File: src/rtl/byte_seq_pkg.sv
// byte_seq_pkg: shared types and width helpers for the byte sequencer.
//   state_e  : burst FSM state (IDLE, RUN)
//   idx_w()  : beat-index width for a given bytes-per-word
//   len_w()  : burst-length width (must be able to hold BYTES itself)
package byte_seq_pkg;

  typedef enum logic {
    IDLE = 1'b0,
    RUN  = 1'b1
  } state_e;

  function automatic int idx_w(input int bytes);
    return $clog2(bytes);
  endfunction

  function automatic int len_w(input int bytes);
    return $clog2(bytes) + 1;
  endfunction

endpackage

File: src/rtl/byte_idx_counter.sv
// byte_idx_counter: beat index within one pass.
//   i_clk, i_rst_ : clock, synchronous active-low reset
//   i_load        : force index to zero (highest priority after reset)
//   i_en          : advance index by one
//   i_term        : terminal index (len-1)
//   o_idx         : current index
//   o_at_term     : current index equals the terminal value
//   o_wrap        : advancing from the terminal value this cycle (index returns to 0)
module byte_idx_counter #(
  parameter int IDX_W = 2
) (
  input  logic             i_clk,
  input  logic             i_rst_,
  input  logic             i_load,
  input  logic             i_en,
  input  logic [IDX_W-1:0] i_term,
  output logic [IDX_W-1:0] o_idx,
  output logic             o_at_term,
  output logic             o_wrap
);

  logic [IDX_W-1:0] r_idx;

  assign o_idx     = r_idx;
  assign o_at_term = (r_idx == i_term);
  assign o_wrap    = i_en & o_at_term;

  always_ff @(posedge i_clk) begin
    if (!i_rst_)        r_idx <= '0;
    else if (i_load)    r_idx <= '0;
    else if (o_wrap)    r_idx <= '0;
    else if (i_en)      r_idx <= r_idx + IDX_W'(1);
  end

endmodule

File: src/rtl/byte_sequencer.sv
// byte_sequencer: issues a burst of byte addresses base+0 .. base+len-1,
// one beat per accepted handshake, optionally repeating passes until abort.
//   i_clk, i_rst_      : clock, synchronous active-low reset
//   i_start, i_pc,
//   i_len, i_repeat    : burst request, captured in IDLE
//   i_abort            : terminate burst (wins over beat acceptance)
//   i_ready            : consumer accepts current beat
//   o_valid, o_res,
//   o_count, o_last    : current beat
//   o_busy             : burst in progress
//   o_done             : one-cycle pulse after a non-repeating burst ends
// Optional: define BYTE_SEQ_WRAP_EN to add i_wrap (captured with i_start),
// selecting aligned critical-byte-first wrap addressing within the word.
module byte_sequencer
  import byte_seq_pkg::*;
#(
  parameter  int ADDR_W = 32,
  parameter  int BYTES  = 4,
  localparam int IDX_W  = idx_w(BYTES),
  localparam int LEN_W  = len_w(BYTES)
) (
  input  logic              i_clk,
  input  logic              i_rst_,
  input  logic              i_start,
  input  logic [ADDR_W-1:0] i_pc,
  input  logic [LEN_W-1:0]  i_len,
  input  logic              i_repeat,
  input  logic              i_abort,
  input  logic              i_ready,
`ifdef BYTE_SEQ_WRAP_EN
  input  logic              i_wrap,
`endif
  output logic              o_valid,
  output logic [ADDR_W-1:0] o_res,
  output logic [IDX_W-1:0]  o_count,
  output logic              o_last,
  output logic              o_busy,
  output logic              o_done
);

  state_e            r_state, w_next;
  logic [ADDR_W-1:0] r_base;
  logic [IDX_W-1:0]  r_term;
  logic              r_repeat;
  logic              r_done;
  logic              r_wrap;

  logic              w_run, w_go, w_accept, w_load;
  logic              w_at_term, w_wrap_idx;
  logic [IDX_W-1:0]  w_idx;
  logic [LEN_W-1:0]  w_len_n;
  logic [ADDR_W-1:0] w_addr;

  assign w_run    = (r_state == RUN);
  assign w_go     = (r_state == IDLE) & i_start & ~i_abort;
  assign w_accept = w_run & i_ready;
  // Abort in RUN and a fresh start both rewind the index.
  assign w_load   = w_go | (w_run & i_abort);

  // Out-of-range lengths (0 or > BYTES) mean a full word.
  assign w_len_n = ((i_len == '0) || (i_len > LEN_W'(BYTES))) ? LEN_W'(BYTES) : i_len;

  byte_idx_counter #(.IDX_W(IDX_W)) u_idx (
    .i_clk     (i_clk),
    .i_rst_    (i_rst_),
    .i_load    (w_load),
    .i_en      (w_accept),
    .i_term    (r_term),
    .o_idx     (w_idx),
    .o_at_term (w_at_term),
    .o_wrap    (w_wrap_idx)
  );

`ifdef BYTE_SEQ_WRAP_EN
  // Wrap mode keeps the upper address bits and rolls the byte lane mod BYTES.
  assign w_addr = r_wrap ? {r_base[ADDR_W-1:IDX_W], r_base[IDX_W-1:0] + w_idx}
                         : r_base + ADDR_W'(w_idx);
`else
  assign w_addr = r_base + ADDR_W'(w_idx);
`endif

  // State register and captured burst parameters
  always_ff @(posedge i_clk) begin
    if (!i_rst_) begin
      r_state  <= IDLE;
      r_base   <= '0;
      r_term   <= '0;
      r_repeat <= 1'b0;
      r_wrap   <= 1'b0;
      r_done   <= 1'b0;
    end else begin
      r_state <= w_next;
      r_done  <= w_run & ~i_abort & w_wrap_idx & ~r_repeat;
      if (w_go) begin
        r_base   <= i_pc;
        r_term   <= IDX_W'(w_len_n - LEN_W'(1));
        r_repeat <= i_repeat;
`ifdef BYTE_SEQ_WRAP_EN
        r_wrap   <= i_wrap;
`else
        r_wrap   <= 1'b0;
`endif
      end
    end
  end

  // Next-state logic
  always_comb begin
    w_next = r_state;
    case (r_state)
      IDLE: if (w_go) w_next = RUN;
      RUN: begin
        if (i_abort)                      w_next = IDLE;
        else if (w_wrap_idx && !r_repeat) w_next = IDLE;
      end
      default: w_next = IDLE;
    endcase
  end

  // Outputs; beat fields read as zero outside RUN
  always_comb begin
    o_busy  = w_run;
    o_valid = w_run;
    o_done  = r_done;
    o_last  = w_run & w_at_term;
    o_count = w_idx;
    o_res   = w_run ? w_addr : '0;
  end

endmodule

File: config.mk
export PLATFORM = sky130hd
export DESIGN_NAME = byte_sequencer
export DESIGN_NICKNAME = d
export VERILOG_FILES = /design/src/rtl/byte_seq_pkg.sv /design/src/rtl/byte_idx_counter.sv /design/src/rtl/byte_sequencer.sv
export SDC_FILE = /design/constraint.sdc
export NUM_CORES = 1
export LEC_CHECK = 0
export CAP_MARGIN = 20
export CORE_MARGIN = 3
export CORE_UTILIZATION = 50
export DETAILED_ROUTE_END_ITERATION = 10
export HOLD_SLACK_MARGIN = 0.1
export PLACE_DENSITY = 0.88
export SYNTH_ARGS = -nofsm -noshare
export SYNTH_HDL_FRONTEND = slang
export SYNTH_HIERARCHICAL = 1
export SYNTH_SLANG_ARGS = --single-unit
File: constraint.sdc
create_clock -name i_clk -period 3.3 [get_ports i_clk]
set_input_delay 0.33 -clock i_clk [delete_from_list [all_inputs] [get_ports i_clk]]
set_output_delay 0.33 -clock i_clk [all_outputs]
set_load 0.05 [all_outputs]
---- Yosys cells after proc, flatten, opt, wreduce, memory -nomap -nowiden ----
Cells that the tools add are included.
W data, S select, Z words.
operators by class
  add/subtract/negate cells ............... 3
  magnitude comparators ................... 1
  equal/unequal tests ..................... 1
  multiplexer cells ....................... 6
  bitwise operators ....................... 14
  reduce and logical (&&, ||, !) cells .... 5
operators with widths
  kind                   number
  $add A32 B2 Y32        1
  $mux W32               1
  $and A1 B1 Y1          9
  $not A1 Y1             4
  $gt A3 B3 Y1 const B   1
  $logic_not A3 Y1       1
  $mux W1                3
  $reduce_or A3 Y1       1
  $add A2 B1 Y2 const B  1
  $eq A2 B2 Y1           1
  $mux W2                1
  $pmux W1 S2            1
  $sub A2 B1 Y2 const B  1
  $logic_and A1 B1 Y1    1
  $logic_not A1 Y1       1
  $logic_or A1 B1 Y1     1
  $or A1 B1 Y1           1
word-level totals
  bits in registers ....................... 39
  input bits .............................. 41
  output and inout port bits .............. 38
  logic and storage cells ................. 36

---- Logic depth before layout (Yosys ltp) ----
Gate-level depths: netlist of run 1.
  word-level depth ........................ 6
  mapped depth ............................ 7
  mapped depth without buffers ............ 6

---- By module ----
The synthesis of run 1 kept the hierarchy.
by module, submodules not included
  module            instances  cells an instance  area an instance (um2)  seq. area each (um2)
  byte_sequencer    1          306                2,258.4                 740.7
  byte_idx_counter  1          14                 133.9                   40.0

---- Worst setup path before layout of run 1 ----
Ideal clock, no wire load.
  path type ............................... reg2out
  from .................................... reg u_idx.r_idx[0], in the netlist u_idx/o_idx[0]
  to ...................................... out o_res[30]
  arrival time ............................ 3,083 ps
  data required time ...................... 2,970 ps
  setup slack ............................. -113 ps
  stages on the path, launching flop included .. 7
  path buffers ............................ 0
  cells stage by stage .................... dfxtp_1 > ha_1 > fa_1 > nand4_1 > or3_1 > or4_1 > a21oi_1
on the way
  cells in the longest elaborated chain, start to end .. 2
RTL lines
  element                 line                    source
  from (decl)             byte_idx_counter.sv:22  logic [IDX_W-1:0] r_idx;
  from (signal assigned)  byte_idx_counter.sv:32  else if (i_en) r_idx <= r_idx + IDX_W'(1);
  $add A32 B2 Y32         byte_sequencer.sv:79    assign w_addr = r_base + ADDR_W'(w_idx);
  $mux W32                byte_sequencer.sv:127   o_res = w_run ? w_addr : '0;
  to (decl)               byte_sequencer.sv:34    output logic [ADDR_W-1:0] o_res,
Every way passes these cells.

---- Worst setup path in the final report of run 1 ----
Same ends and word-level chain as after synthesis.

==> reports/qor.csv, run 1 <==
metric,value,unit
status,completed,
Hold Path Class,flip-flop to flip-flop,
CP bufs+invs,1,
diode count,0,
highest routed layer,met4,
synth unique cells,43,
vias per inst,5.77,
r2r worst-path depth,5,
DR vias,2561,
RSZ-0062 raised after global routing,no,
post-route core utilization,74.7,%
maximum buffer depth of the clock tree,2,
skew final,0.00671,ns
total track usage,23.1,%
maximum number of pins on one net before global-route repair,40,
"flops & latches, synth",39,
Synth Instances,320,
initial antenna violation count,0,
startpoint types,flip-flop,
syn nets,364,
Critical Path AT,2.81,ns
# IOs,79,
remaining antenna violation count,0,
CP top delay family,simple AND/OR/NAND/NOR gates,
"commonest cells after routing, fill and taps aside","nand2_1 (79), clkdlybuf4s50_1 (56), dfxtp_1 (38)",
setup_tns,0,ns
worst r2r dst,r_base[21],
Worst-path clk slew,0.08,ns
CP max stage cell,or4_1,
first-pass GRT wire length,10100,um
Num CTS Buffers,5,
WL met2,3090,um
fmax,318,MHz
aggregate global routing overflow,0,
routed length on met3,428,um
fraction of layout cells with a size suffix above 1,11.2,%
height of the chip,75.2,um
Final Cycle Share,95.2,%
routed wire length,6470,um
Synth area leader,dfxtp_1,
Worst-Skew Late Latency,0.30,ns
P per Cell Area,301,nW/um2
CTS H-tree lvls,2,
Layout area overhead,39.6,%
GP Congestion,0.854,
internal reg-to-reg setup slack,1.28,ns
DRC viols,0,
placed wire-length estimate,4790,um
Post-Synthesis Mean Instance Area,7.48,um2
Ys Warns,6,
Worst-Margin Slew,0.903,ns
R2R Path Start,o_busy,
crit path to,o_res[30],
Slew Limit Headroom,39.8,%
routed length per instance,14.6,um
Critical Path Source,u_idx/o_idx[0],
I/O Buffers,78,
vias in the first global route,2261,
CTS Hold Bufs,0,
die area,5650,um2
static leakage,0.00109,uW
# nets final,435,
sequential fraction of the synthesis area,32.6,%
"commonest non-fill, non-tap cell in the layout",nand2_1,
max cap viols,0,
DRT Pass-1 Iters,4,
Max IR drop VDD,0.228,mV
CTS sink count,39,
"Largest stage delay, worst path",0.54,ns
post-route cell area,3340,um2
Root Buffer,clkbuf_8,
Worst EP required,2.97,ns
Mapped Area,2390,um2
Core ar.,4470,um2
final-report hold violation count,0,
Worst Path Max Fanout,7,
Initial Util,53.5,%
placed cell area,3230,um2
width of the die,75.2,um
CP Capture Type,output pin,
Row Count,24,
DR iter-0 viols,181,
Synth area leaders,"dfxtp_1 (33%), nand2_1 (12%), a21boi_0 (10%), or4_1 (4.7%), xnor2_1 (4.0%)",
WS Path Type,flip-flop to output pin,
setup violators final,0,
Critical Path Stages,7,
crit-path cells,ha_1 > fa_1 > nand4_1 > or3_1 > or4_1 > a21oi_2 > buf_12,
fin crit period,3.14,ns
CTS tree,built,
max-slew violation count,0,
metal1 wirelength,2850,um
post-synth top area share,32.6,%
[where the power goes]
group / switching (uW) / total (uW) / internal [uW] / leakage, uW
Sequential: 29.2 / 521 / 492 / 0.000319
Combinational: 82.3 / 169 / 87.2 / 0.000734
Clock: 168 / 316 / 148 / 0.0000412
Total: 279 / 1010 / 726 / 0.00109
[state kept, by name (all words and copies together) (netlist names)]
| signal | cells |
|---|---|
| r_term | 2 |
| o_done | 1 |
| u_idx/o_idx | 2 |
| r_base | 32 |
| r_repeat | 1 |
| o_busy | 1 |
[area by class of cell]
cell class	instances	area (um2)
Inverter	8	30.0
Multi-Input combinational cell	253	1510
Clock inverter	2	12.5
Clock buffer	6	72.6
Tap cell	52	65.1
Sequential cell	39	782
Timing Repair Buffer	84	871
Fill cell	328	1130
[worst register-to-register path: stages, from the launching register on]
cell and delay, ns:
dfxtp_1 0.48, nor2_1 0.19, and2_1 0.74, buf_4 0.31, nand2_1 0.08, a21boi_0 0.16
[Yosys cell counts (all sizes together)]
| library cell | instances |
|---|---|
| inv | 8 |
| a21oi | 18 |
| nor3 | 4 |
| xor2 | 3 |
| and4bb | 1 |
| clkbuf | 14 |
| nor2b | 2 |
| fa | 1 |
| a21boi | 33 |
| or2 | 2 |
| o211a | 1 |
| nand4 | 6 |
| dfxtp | 39 |
| and4 | 1 |
| o21ai | 7 |
| nand3 | 8 |
| buf | 6 |
| nor2 | 16 |
| o211ai | 1 |
| or4 | 16 |
| xnor2 | 11 |
| nand4bb | 2 |
| mux2i | 2 |
| o31ai | 12 |
| nand3b | 1 |
| nand2 | 79 |
| nand2b | 4 |
| nor4b | 1 |
| and2 | 6 |
| nor4 | 4 |
| ha | 2 |
| a31oi | 1 |
| or3 | 7 |
| o22ai | 1 |
[cell families (layout without fill, tap and decap cells)]
family,Yosys count,count (layout),share of synthesized area (%)
compound gates,74,74,20.6
xor+xnor,14,14,5.13
fa+ha+maj,3,3,1.88
buf+inv,28,100,4.97
flops,39,39,32.6
mux,2,2,0.837
simple gates,160,160,33.9
[metrics by stage]
stage                     power, uW  setup WS (ns)  hold WS [ns]  cells
final                          1010          0.157         0.470    444
after global routing           1040         0.0512         0.490    444
after CTS                      1010         0.0608         0.470    443
after detailed placement        698          0.306         0.456    434
after global placement          693          0.433         0.450    434
after floorplan                 614         0.0312         0.422    320
[metal layers]
layer	vias to the layer above	global-route usage (%)
li1	1261	-
met1	1190	30.1
met2	101	37.7
met3	9	5.07
met4	0	7.77
met5	-	0
[worst min-delay path by stage]
stage                   from      to  slack, ns  cells after the start
global placement    r_repeat  o_done       0.45                      1
detailed placement  r_repeat  o_done       0.46                      1
finish              r_repeat  o_done       0.47                      1
floorplan           r_repeat  o_done       0.42                      1
CTS                 r_repeat  o_done       0.47                      1
global route        r_repeat  o_done       0.49                      1
[repair_timing]
action,CTS,global route
gates resized for setup,0,2
setup endpoints to repair,1,3
buffers inserted,1,0
Power figures use the tool's default switching activity.
==> inputs of run 2 (changes only) <==
Settings changed: CORE_UTILIZATION 50 to 46, PLACE_DENSITY 0.88 to 0.82.
Clock period 3.3 ns to 3.4 ns, I/O delays scaled along.
==> run 2 against run 1 <==
Compared with the run above:
- worst setup slack got worse by 0.031 ns
- clock power shrank 1%
- utilization down 4.6 points
- clock skew is 0.0035 ns lower
- largest cell class unchanged
==> reports/qor.csv, run 2 (synthesized netlist as in run 1, its figures left out) <==
metric,value,unit,change
status,completed,,unchanged
Layout area overhead,42.9,%,was 39.6%
# IOs,79,,unchanged
width of the die,78.1,um,was 75.2 um
CP bufs+invs,1,,unchanged
setup violators final,0,,unchanged
Critical Path Stages,7,,unchanged
met2 Use GR,36.1,%,was 37.7%
Slew Limit Headroom,65.0,%,was 39.8%
CTS sink count,39,,unchanged
routed wire length,6410,um,was 6470 um
final-report hold violation count,0,,unchanged
initial antenna violation count,0,,unchanged
GP Congestion,0.853,,was 0.854
DRT Pass-1 Iters,4,,unchanged
routed length per instance,13.7,um,was 14.6 um
vias per inst,5.38,,was 5.77
RSZ-0062 raised after global routing,no,,unchanged
Final Cycle Share,96.3,%,
met1 GRT Util,26.6,%,was 30.1%
static leakage,0.00119,uW,was 0.00109 uW
GRT busiest layer,met2,,unchanged
# nets final,442,,was 435
max-slew violation count,0,,unchanged
Worst Path Max Fanout,7,,unchanged
total track usage,21.0,%,was 23.1%
skew final,0.00316,ns,was 0.00671 ns
Max IR drop VDD,0.192,mV,was 0.228 mV
die area,6100,um2,was 5650 um2
r2r worst-path depth,6,,was 5
vias in the first global route,2345,,was 2261
Root Buffer,clkbuf_8,,unchanged
CTS Hold Bufs,0,,unchanged
Initial Util,49.0,%,was 53.5%
maximum number of pins on one net before global-route repair,40,,unchanged
height of the chip,78.1,um,was 75.2 um
startpoint types,flip-flop,,unchanged
DR vias,2505,,was 2561
Num CTS Buffers,5,,unchanged
"Largest stage delay, worst path",0.53,ns,was 0.54 ns
aggregate global routing overflow,0,,unchanged
setup_tns,0,ns,unchanged
placed wire-length estimate,4780,um,was 4790 um
Worst EP required,3.06,ns,was 2.97 ns
"commonest non-fill, non-tap cell in the layout",nand2_1,,unchanged
first-pass GRT wire length,10600,um,was 10100 um
CP top delay family,simple AND/OR/NAND/NOR gates,,unchanged
DRC viols,0,,unchanged
fmax,305,MHz,
Critical Path AT,2.93,ns,was 2.81 ns
fin crit period,3.27,ns,
P per Cell Area,287,nW/um2,was 301 nW/um2
CTS H-tree lvls,2,,unchanged
CP max stage cell,or4_1,,unchanged
diode count,0,,unchanged
remaining antenna violation count,0,,unchanged
crit-path cells,ha_1 > fa_1 > nand4_1 > or3_1 > or4_1 > a21oi_2 > buf_12,,unchanged
hold path depth,1,,unchanged
"commonest cells after routing, fill and taps aside","nand2_1 (79), clkdlybuf4s50_1 (56), dfxtp_1 (39)",,"was nand2_1 (79), clkdlybuf4s50_1 (56), dfxtp_1 (38)"
Reg with most FFs,r_base,,unchanged
DR iter-0 viols,208,,was 181
CP Capture Type,output pin,,unchanged
Worst-Margin Slew,0.523,ns,was 0.903 ns
Worst-Skew Late Latency,0.29,ns,was 0.30 ns
Worst-path clk slew,0.08,ns,about the same
fill cell count,407,,was 328
max cap viols,0,,unchanged
maximum buffer depth of the clock tree,2,,unchanged
Hold Path Class,flip-flop to flip-flop,,unchanged
fraction of layout cells with a size suffix above 1,11.8,%,was 11.2%
post-route core utilization,70.1,%,was 74.7%
CTS tree,built,,unchanged
max reg flops,32,,unchanged
Core ar.,4880,um2,was 4470 um2
Row Count,25,,was 24
GR Util met3,3.67,%,was 5.07%
I/O Buffers,78,,unchanged
WS Path Type,flip-flop to output pin,,unchanged
## run 2: cell types whose count changed in the layout (fill, tap and decap cells not counted), sizes merged
cell          before  now
buf               27   29
dlymetal6s2s       1    5
clkinvlp           1    2
## run 2: metrics by stage
stage               cell area (um2)  setup slack [ns]  hold slack (ns)  power [uW]  instances
floorplan                      2400            0.0500            0.422         595        320
global placement               3230             0.396            0.435         673        450
detailed placement             3230             0.307            0.442         677        450
CTS                            3350            0.0140            0.455         984        462
global route                   3420            0.0113            0.471        1020        466
finish                         3420             0.127            0.450         982        466
## run 2: cell type report
cell class | instances | area, um2 | share of cell area, %
Clock buffer | 5 | 68.8 | 2.01
Sequential cell | 39 | 781 | 22.8
Multi-Input combinational cell | 253 | 1510 | 44.1
Tap cell | 67 | 83.8 | 2.45
Clock inverter | 3 | 20.0 | 0.585
Timing Repair Buffer | 91 | 928 | 27.1
Inverter | 8 | 30.0 | 0.878
## run 2: report_power, final
part | switching, uW | internal (uW)
clock | 169 | 143
combinational | 81.5 | 85.8
sequential | 25.9 | 477
total | 277 | 705
## run 2: metal layers
layer,share of wire (%),up-vias
met5,0,-
met4,1.6,0
met3,5.0,12
met2,50,67
met1,43,1148
li1,-,1278
## run 2: worst paths after layout
kind	startpoint	to	slack, ns
setup / recovery	u_idx/o_idx[0]	o_res[30]	0.13
hold / removal	r_repeat	o_done	0.45
setup reg to reg	o_busy	r_term[0]	1.69
hold reg to reg	r_repeat	o_done	0.45
## run 2: what timing repair did
| action | 4_1_cts | 5_1_grt |
|---|---|---|
| endpoints found under the setup margin | 4 | 9 |
| buffers inserted | 4 | 3 |
| gates resized for setup | 0 | 8 |
| hold endpoints to repair | 0 | 0 |
